**src/rtl/mouse_packet_decoder_pkg.sv**
```systemverilog
// Shared types and constants for the PS/2 mouse packet decoder:
// FSM states, header bit positions and the overflow saturation magnitude.
package mouse_packet_decoder_pkg;

  typedef enum logic [1:0] {
    WAIT_B0 = 2'd0,
    WAIT_B1 = 2'd1,
    WAIT_B2 = 2'd2
  } state_t;

  localparam int HDR_LEFT  = 0;
  localparam int HDR_SYNC  = 3;
  localparam int HDR_XSIGN = 4;
  localparam int HDR_YSIGN = 5;
  localparam int HDR_XOVF  = 6;
  localparam int HDR_YOVF  = 7;

  localparam logic [8:0] SAT_MAG = 9'd255;

endpackage

```
**src/rtl/mouse_axis_decode.sv**
```systemverilog
// Combinational decode of one mouse axis: 9-bit two's-complement movement
// to a shifted magnitude plus a direction bit that is cleared on zero motion.
module mouse_axis_decode
  import mouse_packet_decoder_pkg::*;
#(
  parameter int SHIFT      = 0,
  parameter bit INVERT_DIR = 1'b0
) (
  input  logic       sign,
  input  logic       overflow,
  input  logic [7:0] data,
  output logic [8:0] magnitude,
  output logic       direction
);

  logic [8:0] w_value;
  logic [8:0] w_abs;
  logic [8:0] w_sat;

  // NOTE: every signal driven here gets a value on every path, so no latch
  // can be inferred.
  always_comb begin
    w_value   = {sign, data};
    // -256 negates to 9'h100, which still fits the 9-bit magnitude.
    w_abs     = sign ? (~w_value + 9'd1) : w_value;
    w_sat     = overflow ? SAT_MAG : w_abs;
    magnitude = w_sat >> SHIFT;
    direction = (magnitude != 9'd0) && (sign ^ INVERT_DIR);
  end

endmodule

```
**src/rtl/mouse_packet_decoder.sv**
```systemverilog
// Assembles 3-byte PS/2 mouse packets, drops stalled partial packets after
// an inter-byte timeout, and presents registered speed/direction outputs.
module mouse_packet_decoder
  import mouse_packet_decoder_pkg::*;
#(
  parameter int TIMEOUT_CYCLES = 2000000,
  parameter int SPEED_SHIFT    = 0
) (
  input  logic       clk,
  input  logic       rst,
  input  logic       byte_valid,
  input  logic [7:0] byte_data,
  output logic [9:0] vx,
  output logic [8:0] vy,
  output logic       dx,
  output logic       dy,
  output logic       mousepush,
  output logic       mouseReady
);

  localparam int GAP_W = $clog2(TIMEOUT_CYCLES + 1);

  state_t           r_state;
  logic [GAP_W-1:0] r_gap;
  logic [7:0]       r_hdr;
  logic [7:0]       r_x;

  logic             w_timeout;
  state_t           w_state_eff;
  logic [8:0]       w_x_mag;
  logic [8:0]       w_y_mag;
  logic             w_x_dir;
  logic             w_y_dir;

  // A timeout pulls the FSM back to WAIT_B0 in the same cycle, so a byte
  // arriving then is judged as a fresh header candidate.
  assign w_timeout   = (r_state != WAIT_B0) && (r_gap == GAP_W'(TIMEOUT_CYCLES));
  assign w_state_eff = w_timeout ? WAIT_B0 : r_state;

  mouse_axis_decode #(
    .SHIFT      (SPEED_SHIFT),
    .INVERT_DIR (1'b0)
  ) u_x_decode (
    .sign      (r_hdr[HDR_XSIGN]),
    .overflow  (r_hdr[HDR_XOVF]),
    .data      (r_x),
    .magnitude (w_x_mag),
    .direction (w_x_dir)
  );

  // Y data is taken straight from the bus: it is the byte completing the packet.
  mouse_axis_decode #(
    .SHIFT      (SPEED_SHIFT),
    .INVERT_DIR (1'b1)
  ) u_y_decode (
    .sign      (r_hdr[HDR_YSIGN]),
    .overflow  (r_hdr[HDR_YOVF]),
    .data      (byte_data),
    .magnitude (w_y_mag),
    .direction (w_y_dir)
  );

  // NOTE: sequential state uses non-blocking assignments so every register
  // samples the pre-edge values, independent of statement order.
  always_ff @(posedge clk) begin
    if (rst) begin
      r_state    <= WAIT_B0;
      r_gap      <= '0;
      r_hdr      <= '0;
      r_x        <= '0;
      vx         <= '0;
      vy         <= '0;
      dx         <= 1'b0;
      dy         <= 1'b0;
      mousepush  <= 1'b0;
      mouseReady <= 1'b0;
    end else begin
      mouseReady <= 1'b0;
      if (byte_valid) begin
        r_gap <= '0;
        case (w_state_eff)
          WAIT_B0: begin
            if (byte_data[HDR_SYNC]) begin
              r_hdr   <= byte_data;
              r_state <= WAIT_B1;
            end else begin
              r_state <= WAIT_B0;
            end
          end
          WAIT_B1: begin
            r_x     <= byte_data;
            r_state <= WAIT_B2;
          end
          WAIT_B2: begin
            vx         <= {1'b0, w_x_mag};
            vy         <= w_y_mag;
            dx         <= w_x_dir;
            dy         <= w_y_dir;
            mousepush  <= r_hdr[HDR_LEFT];
            mouseReady <= 1'b1;
            r_state    <= WAIT_B0;
          end
          default: r_state <= WAIT_B0;
        endcase
      end else if (w_state_eff == WAIT_B0) begin
        r_state <= WAIT_B0;
        r_gap   <= '0;
      end else begin
        r_gap <= r_gap + 1'b1;
      end
    end
  end

endmodule

```
**config.mk**
```make
export PLATFORM = sky130hd
export DESIGN_NAME = mouse_packet_decoder
export DESIGN_NICKNAME = d
export VERILOG_FILES = /design/src/rtl/mouse_packet_decoder_pkg.sv /design/src/rtl/mouse_axis_decode.sv /design/src/rtl/mouse_packet_decoder.sv
export SDC_FILE = /design/constraint.sdc
export NUM_CORES = 1
export LEC_CHECK = 0
export BUFFER_PORTS_ARGS = -buffer_cell sky130_fd_sc_hd__buf_2
export CORE_MARGIN = 4
export CORE_UTILIZATION = 52
export CTS_BUF_LIST = sky130_fd_sc_hd__clkbuf_8 sky130_fd_sc_hd__clkbuf_16
export DETAILED_ROUTE_END_ITERATION = 16
export GPL_TIMING_DRIVEN = 0
export PLACE_DENSITY_LB_ADDON = 0.25
export SYNTH_ARGS = -nofsm -noshare
export SYNTH_HDL_FRONTEND = slang
export SYNTH_SLANG_ARGS = --single-unit
```
**constraint.sdc**
```tcl
create_clock -name clk -period 1.8 [get_ports clk]
set_clock_uncertainty 0.1 [all_clocks]
set_input_delay 0.18 -clock clk [delete_from_list [all_inputs] [get_ports clk]]
set_output_delay 0.18 -clock clk [all_outputs]
set_load 0.005 [all_outputs]
```
==> flow_summary.ini <==
[clocking]
cts_htree_levels = 3
cts_tree = done
clk_path_buf_depth = 2
cts.clk_slew.worst_paths_ns = 0.07
ctsHoldBuffers = 0
numClockSinks = 58
clk_latency_ns = 0.34
ctsRootBufferMaster = clkbuf_8
cts_inserted_buffers = 9

[floorplanning]
die_w_um = 82.4
start_util = 0.550
rows = 26
die_area_sq_um = 6800
core_area_sq_um = 5240
die_h_um = 82.4
ios = 34

[min_path]
hold_class = input port to flip-flop
hp-start = byte_data[1]

[detailed_routing]
vias_per_cell = 5.70
dr.first_iter.drc_count = 185
wl_per_cell_um = 17.2
drtAntennaViolNets = 0
routed_wl_mm = 8.26
dr.pass1.iters = 4
vias = 2728
post-route-drc-count = 0

[synth]
synth_ff_type = dfxtp_1
synth_nets = 356
ys_warn_count = 0
synth_edf_count = 0
synth_cells = 341
synthArstFlopShare = 0
synth.distinct_cells = 48
ys_ff_latch = 58
synth_area_sq_um = 2880
avgSynthCellArea_sq_um = 8.45
synth-seq-area-share = 0.403

[flow_run]
drv_cap = 0

[setup_path]
r2r_start = r_x[0]
crit_fanout = 2
required_ns = 1.91
cp-startpoint = r_x[0]
critPathKind = flip-flop to flip-flop
crit_path_start_kind = flip-flop
crit_arrival_ns = 2.09
end_kind = flip-flop

[cells_and_area]
design_area_sq_um = 3970
area_growth_syn_to_layout_pct = 37.7
antennaDiodeCount = 0
num-nets-final = 419
drive_above_1_share = 0.391

[timing]
fin_crit_sh = 1.10
worst_slew_pin_slew_ns = 0.708
tns_ns = -2.73
slew-limit-headroom = 0.528
hold_viol_final = 0
setup_slack_ns = -0.184
max_freq_mhz = 504
period_needed_ns = 1.98
slew_violations = 0
final-setup-viol-count = 45
rsz0062_at_grt = true
whs_ns = 0.0460

[power]
power_density_nw_per_um2 = 676
p_total_mw = 2.68
p_leak_nw = 1.50
ir_drop_v = 0.000398

[outcome]
status = finished with violations
failed_checks = setup timing

[place]
place_congestion = 0.829
place_ws_ns = -0.295
postPlaceCellArea_sq_um = 3140
port-buffer-count = 30
place_hpwl_mm = 4.53

[global_routing]
grt_overflow_total = 0
track_usage = 0.231
first_global_vias = 2488
antenna_found_initial = 0
grt_max_degree = 11
grt_pass1_wl_mm = 11.7
final timing paths:
path | endpoint | slack [ns] | cells past startpoint
worst min register to register | vy[8] | 0.35 | 2
worst min-delay path | r_x[1] | 0.05 | 3
worst max register to register | dx | -0.18 | 7
worst max-delay path | dx | -0.18 | 7
worst max-delay path, stage by stage, from the launching register on:
cell      delay (ns)
dfxtp_2         0.34
inv_2           0.05
ha_4            0.23
mux2i_4         0.15
nand2_1         0.09
or4_4           0.52
nor4_4          0.27
a211oi_1        0.10
flip-flops by register name (all words and copies together) (netlist names):
name and flops:
r_gap 21, r_hdr 5, mouseReady 1, vy 9, vx 9, r_state 2
mousepush 1, dy 1, dx 1, r_x 8
where the power goes:
| part | leakage [nW] | switching, mW | total (mW) | internal (mW) |
|---|---|---|---|---|
| sequential | 0.472 | 0.0225 | 1.33 | 1.30 |
| clock | 0.0892 | 0.525 | 1.05 | 0.523 |
| combinational | 0.942 | 0.178 | 0.309 | 0.132 |
| total | 1.50 | 0.725 | 2.68 | 1.96 |
cell usage in the layout, fill, tap and decap left out, drive strengths merged, types with 7 or more instances in the layout:
master,Yosys,layout
nand4,10,10
clkbuf,11,19
xnor2,16,16
nand2,19,19
buf,9,63
nand3,7,7
inv,15,16
o21ai,13,13
dfxtp,58,58
nor3,17,17
nor2,61,61
mux2i,11,11
xor2,14,14
a311oi,9,9
a21oi,12,12
synthesized netlist by cell type, drive strengths merged, types with 9 or more instances:
master | count | area [sq um]
nand2 | 19 | 71.3
mux2i | 11 | 110
buf | 9 | 60.1
o21ai | 13 | 76.3
xnor2 | 16 | 140
nor3 | 17 | 90.1
dfxtp | 58 | 1160
inv | 15 | 56.3
nor2 | 61 | 229
a311oi | 9 | 78.8
a21oi | 12 | 63.8
nand4 | 10 | 62.6
xor2 | 14 | 123
clkbuf | 11 | 41.3
what timing repair did:
item	CTS	global route
setup endpoints to repair	55	57
gates cloned	6	0
pin swaps	41	16
buffers inserted	15	4
gates resized for setup	58	63
kinds of logic (layout without fill, tap and decap cells):
family / after synthesis / count (layout) / share of synthesized area
buffers and inverters: 35 / 103 / 0.0547
other: 1 / 1 / 0.00130
muxes: 12 / 12 / 0.0434
adders and majority gates: 4 / 4 / 0.0174
xor gates and xnor gates: 30 / 30 / 0.0912
DFF: 58 / 58 / 0.403
and+or+nand+nor: 150 / 150 / 0.267
AOI/OAI and AO/OA: 51 / 51 / 0.122
through the flow:
| step | std cells | utilization |
|---|---|---|
| after floorplan | 341 | - |
| after global placement | 441 | 0.600 |
| after detailed placement | 441 | 0.600 |
| after CTS | 477 | 0.706 |
| after global routing | 479 | 0.758 |
| final | 479 | 0.758 |
final cells by class:
class / count / area [sq um]
Multi-Input combinational cell: 248 / 1950
Fill cell: 376 / 1270
Sequential cell: 58 / 1170
Timing Repair Buffer: 55 / 405
Clock buffer: 10 / 138
Buffer: 17 / 128
Tap cell: 70 / 87.6
Inverter: 15 / 56.3
Clock inverter: 6 / 33.8
metal layers:
layer / global-route usage / share of wire
met1: 0.255 / 0.38
met5: 0 / 0
met4: 0.125 / 0.040
met2: 0.416 / 0.53
met3: 0.0434 / 0.053
(Power assumes the default switching activity.)
